$ cat src/rtl/internal_framebuffer_stream_loader.sv
// Loads an AXI-Stream of pixel beats into an internal framebuffer RAM, one word per beat,
// masking sub pixels by strobe, the configured write mask and an optional scissor rectangle.
module internal_framebuffer_stream_loader #(
   parameter int unsigned NUMBER_OF_PIXELS_PER_BEAT    = 2,
   parameter int unsigned NUMBER_OF_SUB_PIXELS         = 4,
   parameter int unsigned SUB_PIXEL_WIDTH              = 8,
   parameter int unsigned X_BIT_WIDTH                  = 11,
   parameter int unsigned Y_BIT_WIDTH                  = 11,
   parameter int unsigned FRAMEBUFFER_SIZE_IN_PIXEL_LG = 18,
   localparam int unsigned MW = NUMBER_OF_PIXELS_PER_BEAT * NUMBER_OF_SUB_PIXELS,
   localparam int unsigned DW = MW * SUB_PIXEL_WIDTH,
   localparam int unsigned AW = FRAMEBUFFER_SIZE_IN_PIXEL_LG - $clog2(NUMBER_OF_PIXELS_PER_BEAT)
) (
   input  logic                                  aclk,
   input  logic                                  resetn,
   input  logic                                  confEnableScissor,
   input  logic [X_BIT_WIDTH-1:0]                confScissorStartX,
   input  logic [Y_BIT_WIDTH-1:0]                confScissorStartY,
   input  logic [X_BIT_WIDTH-1:0]                confScissorEndX,
   input  logic [Y_BIT_WIDTH-1:0]                confScissorEndY,
   input  logic [X_BIT_WIDTH-1:0]                confXResolution,
   input  logic [Y_BIT_WIDTH-1:0]                confYResolution,
   input  logic [NUMBER_OF_SUB_PIXELS-1:0]       confMask,
   input  logic                                  apply,
   output logic                                  applied,
   input  logic                                  cmdLoad,
   input  logic [FRAMEBUFFER_SIZE_IN_PIXEL_LG:0] cmdSize,
   input  logic                                  s_axis_tvalid,
   output logic                                  s_axis_tready,
   input  logic                                  s_axis_tlast,
   input  logic [DW-1:0]                         s_axis_tdata,
   input  logic [MW-1:0]                         s_axis_tstrb,
   output logic                                  writeEnablePort,
   output logic [AW-1:0]                         writeAddrPort,
   output logic [DW-1:0]                         writeDataPort,
   output logic [MW-1:0]                         writeMaskPort
);

   localparam int unsigned BEAT_LG = $clog2(NUMBER_OF_PIXELS_PER_BEAT);
   localparam int unsigned CW      = FRAMEBUFFER_SIZE_IN_PIXEL_LG + 1;
   localparam int unsigned XW      = X_BIT_WIDTH + 1;

   typedef enum logic [1:0] {StIdle, StLoad, StDrain} state_e;

   state_e                r_state, w_state_next;
   logic [CW-1:0]         r_beats;
   logic [AW-1:0]         r_idx;
   logic [X_BIT_WIDTH-1:0] r_x;
   logic [Y_BIT_WIDTH-1:0] r_y;
   logic                  r_applied, r_tready, r_we;
   logic [AW-1:0]         r_addr;
   logic [DW-1:0]         r_data;
   logic [MW-1:0]         r_mask;

   logic                  w_accept, w_last_beat, w_x_wrap;
   logic [CW-1:0]         w_cmd_beats;
   logic [XW-1:0]         w_x_sum, w_px;
   logic                  w_in, w_applied_d, w_tready_d, w_we_d;
   logic [MW-1:0]         w_mask_d;

   assign w_accept    = s_axis_tvalid & r_tready;
   assign w_cmd_beats = cmdSize >> BEAT_LG;
   assign w_last_beat = (CW'(r_idx) + CW'(1)) == r_beats;
   assign w_x_sum     = {1'b0, r_x} + XW'(NUMBER_OF_PIXELS_PER_BEAT);
   assign w_x_wrap    = w_x_sum == {1'b0, confXResolution};

   always_ff @(posedge aclk) begin
      if (!resetn) begin
         r_state   <= StIdle;
         r_applied <= 1'b1;
         r_tready  <= 1'b0;
         r_we      <= 1'b0;
         r_addr    <= '0;
         r_data    <= '0;
         r_mask    <= '0;
         r_beats   <= '0;
         r_idx     <= '0;
         r_x       <= '0;
         r_y       <= '0;
      end else begin
         r_state   <= w_state_next;
         r_applied <= w_applied_d;
         r_tready  <= w_tready_d;
         r_we      <= w_we_d;
         if (w_we_d) begin
            r_addr <= r_idx;
            r_data <= s_axis_tdata;
            r_mask <= w_mask_d;
         end
         // Command parameters are sampled continuously while idle, so the apply cycle wins.
         if (r_state == StIdle) begin
            r_beats <= w_cmd_beats;
            r_idx   <= '0;
            r_x     <= '0;
            r_y     <= confYResolution - Y_BIT_WIDTH'(1);
         end else if (w_we_d) begin
            r_idx <= r_idx + AW'(1);
            if (w_x_wrap) begin
               r_x <= '0;
               r_y <= r_y - Y_BIT_WIDTH'(1);
            end else begin
               r_x <= w_x_sum[X_BIT_WIDTH-1:0];
            end
         end
      end
   end

   always_comb begin
      w_state_next = r_state;
      case (r_state)
         StIdle: begin
            if (apply && cmdLoad) begin
               w_state_next = (w_cmd_beats == '0) ? StDrain : StLoad;
            end
         end
         StLoad: begin
            if (w_accept) begin
               if (s_axis_tlast) begin
                  w_state_next = StIdle;
               end else if (w_last_beat) begin
                  w_state_next = StDrain;
               end
            end
         end
         StDrain: begin
            if (w_accept && s_axis_tlast) begin
               w_state_next = StIdle;
            end
         end
         default: w_state_next = StIdle;
      endcase
   end

   always_comb begin
      w_applied_d = (w_state_next == StIdle);
      w_tready_d  = (w_state_next != StIdle);
      w_we_d      = (r_state == StLoad) && w_accept;
      w_mask_d    = '0;
      w_px        = '0;
      w_in        = 1'b0;
      for (int i = 0; i < int'(NUMBER_OF_PIXELS_PER_BEAT); i++) begin
         w_px = {1'b0, r_x} + XW'(i);
         w_in = !confEnableScissor ||
                ((w_px >= {1'b0, confScissorStartX}) && (w_px < {1'b0, confScissorEndX}) &&
                 (r_y >= confScissorStartY) && (r_y < confScissorEndY));
         w_mask_d[i*NUMBER_OF_SUB_PIXELS +: NUMBER_OF_SUB_PIXELS] =
            s_axis_tstrb[i*NUMBER_OF_SUB_PIXELS +: NUMBER_OF_SUB_PIXELS] & confMask &
            {NUMBER_OF_SUB_PIXELS{w_in}};
      end
   end

   assign applied         = r_applied;
   assign s_axis_tready   = r_tready;
   assign writeEnablePort = r_we;
   assign writeAddrPort   = r_addr;
   assign writeDataPort   = r_data;
   assign writeMaskPort   = r_mask;

endmodule

$ cat config.mk
export PLATFORM = sky130hd
export DESIGN_NAME = internal_framebuffer_stream_loader
export DESIGN_NICKNAME = d
export VERILOG_FILES = /design/src/rtl/internal_framebuffer_stream_loader.sv
export SDC_FILE = /design/constraint.sdc
export NUM_CORES = 1
export LEC_CHECK = 0
export BUFFER_PORTS_ARGS = -buffer_cell sky130_fd_sc_hd__clkbuf_2
export CORE_AREA = 3 3 149 151
export CTS_CLUSTER_DIAMETER = 60
export CTS_CLUSTER_SIZE = 25
export DETAILED_ROUTE_END_ITERATION = 8
export DIE_AREA = 0 0 152 154
export HOLD_SLACK_MARGIN = 0.02
export PLACE_DENSITY_LB_ADDON = 0.15
export REMOVE_ABC_BUFFERS = 1
export SLEW_MARGIN = 25
export SYNTH_ARGS = -nofsm -noshare
export SYNTH_HDL_FRONTEND = slang
export SYNTH_SLANG_ARGS = --single-unit
$ cat constraint.sdc
create_clock -name aclk -period 3.5 [get_ports aclk]
set_clock_uncertainty 0.2 [all_clocks]
set_input_delay 0.175 -clock aclk [delete_from_list [all_inputs] [get_ports aclk]]
set_output_delay 0.175 -clock aclk [all_outputs]
set_load 0.02 [all_outputs]
# After elaboration in Yosys (flattened, before gate mapping)
# Cells that the tools add are included.
# word_totals
output_inout_bits	92
mem_bits_ro	0
in_bits	168
word_cells	64
ramBits	0
regBits	151
latch_bits	0
n_memories	0
# op_classes
eq_ne	4
add_sub_neg	6
n_bitwise	6
order_cmp	6
div_mod_pow	0
shift	0
mul	0
muxes	11
n_reduce_logical	20
# op_table
cell	n
$mux W11	4
$ge A11 B11 Y1	2
$lt A11 B11 Y1	2
$sub A11 B1 Y11 const B	2
$logic_not A19 Y1	1
$add A17 B1 Y18 const B	1
$eq A18 B18 Y1	1
$add A17 B1 Y17 const B	1
$and A4 B4 Y4	4
$add A11 B1 Y12 const B	1
$add A11 B2 Y12 const B	1
$eq A12 B11 Y1	1
$ge A12 B11 Y1	1
$lt A12 B11 Y1	1
$mux W2	6
$logic_and A1 B1 Y1	9
$pmux W2 S3	1
$reduce_bool A2 Y1	3
$logic_not A2 Y1	2
$eq A2 B1 Y1 const B	1
$eq A2 B2 Y1 const B	1
$logic_or A1 B1 Y1	2
$reduce_and A2 Y1	1
$reduce_or A2 Y1	1
3 further kinds	3

# Longest topological paths before layout
# depth
word_depth	7
depth_mapped	11
mapped_depth_nobuf	9

# Worst setup path after synthesis
# No wires, ideal clock.
# synth_path
path_kind	register to register
startpoint	reg r_state[1]
endpoint	reg r_y[10]
slack_ns	0.480
arrival_ns	2.734
required_time_ns	3.214
setup_time_ns	0.086
stages_incl_launch_ff	12
cell_sequence	dfxtp_1 clkbuf_1 nor2_1 clkbuf_1 clkbuf_1 mux2i_1 ha_1 o2111a_1 o21a_1 nand4_1 xor2_1 a211oi_1
# synth_via
elab_chain_cells	4
word_cells_on_any_way	7
# synth_lines
element	line_no	text
from (decl)	45	state_e r_state, w_state_next;
from (signal assigned)	69	r_state <= StIdle;
from (signal assigned)	81	r_state <= w_state_next;
$eq A2 B1 Y1	137	w_we_d = (r_state == StLoad) && w_accept;
$logic_and A1 B1 Y1	137	
$reduce_bool A2 Y1 (no source line)	-	
$reduce_and A2 Y1 (no source line)	-	
to (signal assigned)	95	r_y <= confYResolution - Y_BIT_WIDTH'(1);
to (signal assigned)	100	r_y <= r_y - Y_BIT_WIDTH'(1);
to (decl)	49	logic [Y_BIT_WIDTH-1:0] r_y;
# Parallel ways exist; a longest one is shown, timed or not.
# A chain may end at the register's enable or synchronous reset.

# Worst setup path after layout
# layout_path
startpoint	reg r_x[8]
endpoint	reg r_y[8]
# layout_via
elab_chain_cells	4
# layout_lines
element	line_no	text
from (decl)	48	logic [X_BIT_WIDTH-1:0] r_x;
from (signal assigned)	102	r_x <= w_x_sum[X_BIT_WIDTH-1:0];
$add A11 B2 Y12	64	assign w_x_sum = {1'b0, r_x} + XW'(NUMBER_OF_PIXELS_PER_BEAT);
$eq A12 B11 Y1	65	assign w_x_wrap = w_x_sum == {1'b0, confXResolution};
$reduce_bool A2 Y1 (no source line)	-	
$reduce_and A2 Y1 (no source line)	-	
# Every way passes these cells.

==> flow_summary.toml <==
[clock_network]
clk_latency_ns = 0.42
clockBufferDepth = 2
cts-root-buf = "clkbuf_16"
clk_pin_slew_worst_paths_ns = 0.07
h-tree-depth = 4
cts_num_sinks = 150
cts_tree = "yes"
cts_buffers = 17

[place]
dp_cells = 1559
dp_hpwl_um = 17000
dpl_worst_slack_ns = 0.489
io_buffers = 258
gp_congestion = 0.854

[critical_path]
worstPathMaxFanout = 10
cp.arrival_ns = 3.39
start_kind = "register"
cp_data_required_time_ns = 3.61
r2r_setup_slack_ns = 0.22
worst-setup-path-type = "register to register"
cp-end-kind = "register"

[logic_synthesis]
yosysTopAreaCell = "dfxtp_1"
synth_area_per_cell_um2 = 7.71
synth-edff-count = 0
yosysWarnings = 0
synth_seq_area_share_pct = 36.1
synth-main-ff-cell = "dfxtp_1"
synth_top_area_share_pct = 36.1
ys_top_cells_by_area = "dfxtp_1 36%, nand2_1 12%, ha_1 9.8%, a21oi_1 7.7%, xnor2_1 3.1%"
synth_cell_types = 57
synthArstFlopShare_pct = 0
yosys_register_bits = 150
syn_area_um2 = 8310
synth_cells = 1078

[layout]
stdcell_count = 1704
final_cell_mix = "263 x nand2_1, 258 x clkbuf_2, 148 x dfxtp_1, 128 x a21oi_1, 113 x dlygate4sd3_1"
multi_input_area_um2 = 4850
fillers = 2070
final_common_cell = "nand2_1"
register_area_um2 = 3010
area_growth_pct = 38.9
drive_above_1_share_pct = 22.8
antenna_cells = 0
final_util_pct = 55.1
nets = 1649

[floorplan]
core_area_um2 = 21000
die_area_um2 = 23400
ios = 260
dieHeight_um = 154
rows = 53
die_w_um = 152
start_util_pct = 39.7

[global_route]
grt_overflow = 0
grt_max_degree = 82
grt_pass1_vias = 8295
antenna_found_initial = 0
grt_first_pass_wirelength_um = 40000
grt_usage_pct = 20.4

[sta]
fmax_mhz = 305
hold_viol_final = 0
slew_violations = 0
period_share_pct = 93.7
rsz0062_at_grt = "false"
slew_headroom_pct = 41.9
finalSetupViolCount = 0
fin_ws_ns = 0.222
period_minus_slack_ns = 3.28
tightest_slew_ns = 0.871

[flow_run]
cap_violations = 0

[detailed_routing]
wl_um = 24300
viasPerCell = 5.01
post_drt_wl_per_cell_um = 14.3
drtIter0Drc = 420
drc = 0
dr.pass1.iters = 4
ant_nets = 0
vias = 8537

[outcome]
status = "finished clean"

[hold_path]
worstHoldPathType = "primary input to register"

[power]
power.density_nw_per_um2 = 361
p_leak_nw = 5.14
peakVddDrop_mv = 0.290
## area by class of cell
cell class	count	area share (%)
Clock buffer	17	3.68
Timing Repair Buffer	390	22.2
Clock inverter	15	1.43
Inverter	52	1.70
Tap cell	275	2.98
Multi-Input combinational cell	805	42.0
Sequential cell	150	26.0
## layer usage
metal | global-route usage (%) | vias up | part of all wire, %
li1 | - | 4380 | -
met1 | 24.4 | 3943 | 43
met2 | 36.6 | 179 | 51
met3 | 4.00 | 35 | 3.9
met4 | 6.89 | 0 | 2.2
met5 | 0 | - | 0
## kinds of logic after synthesis
kind of cell	count (synthesis)	synth area share, %
AND/OR/NAND/NOR	437	24.0
AO/OA/AOI/OAI	244	18.2
flip-flops	150	36.1
buffers and inverters	123	5.70
adder cells (fa/ha/maj)	65	9.78
XOR/XNOR	57	6.00
multiplexers	2	0.241
## flip-flops by register name, summed over array words and instances (netlist names), 2 cells and up
name / count
r_y: 11
writeMaskPort: 8
r_beats: 18
r_idx: 17
writeAddrPort: 17
r_state: 2
r_x: 10
writeDataPort: 64
## cells in the mapped netlist (8+ instances only)
master    instances
nand4_1          15
a211oi_1          8
o21a_1           13
and3_1           12
xor2_1           28
clkbuf_1         58
ha_1             65
nand3_1          17
xnor2_1          29
dfxtp_1         150
nor3_1           30
or3_1            10
nand2_1         263
or4_1             9
o21ai_0          37
inv_1            51
a21oi_1         128
nor2_1           39
nor2b_1           8
## final timing paths
kind	startpoint	cells after the start	to
worst max register to register	r_x[8]	9	r_y[8]
worst max-delay path	r_x[8]	9	r_y[8]
worst min-delay path	confEnableScissor	4	writeMaskPort[6]
worst min register to register	writeDataPort[63]	2	writeDataPort[63]
## worst max-delay path, stage by stage, from the launching register on
cell	delay [ns]
dfxtp_1	0.55
nand2_1	0.13
or4_1	0.59
xnor2_1	0.19
a311oi_4	0.30
buf_4	0.21
nand4_1	0.10
xnor2_1	0.14
o211a_1	0.20
dlygate4sd3_1	0.55
## what timing repair did
item	in CTS	in global routing
gates resized for setup	0	3
setup buffers	0	0
setup endpoints to repair	0	1
endpoints found under the hold margin	100	0
hold buffers	113	0
## through the flow
stage	hold slack [ns]	area [um2]	power, mW	TNS, ns
2_1_floorplan	0.0911	8040	2.07	-342.06
3_3_place_gp	0.198	9820	2.27	0
3_5_place_dp	0.202	9820	2.28	0
4_1_cts	0.0300	11500	4.22	0
5_1_grt	0.123	11500	4.36	0
6_report	0.0541	11500	4.16	0
## where the power goes
| group | leakage [nW] | total, mW | switching (mW) | internal [mW] |
|---|---|---|---|---|
| sequential | 1.22 | 1.79 | 0.0425 | 1.75 |
| clock | 0.280 | 1.83 | 0.816 | 1.01 |
| combinational | 3.64 | 0.550 | 0.269 | 0.281 |
| total | 5.14 | 4.16 | 1.13 | 3.04 |
(Power assumes the default switching activity.)
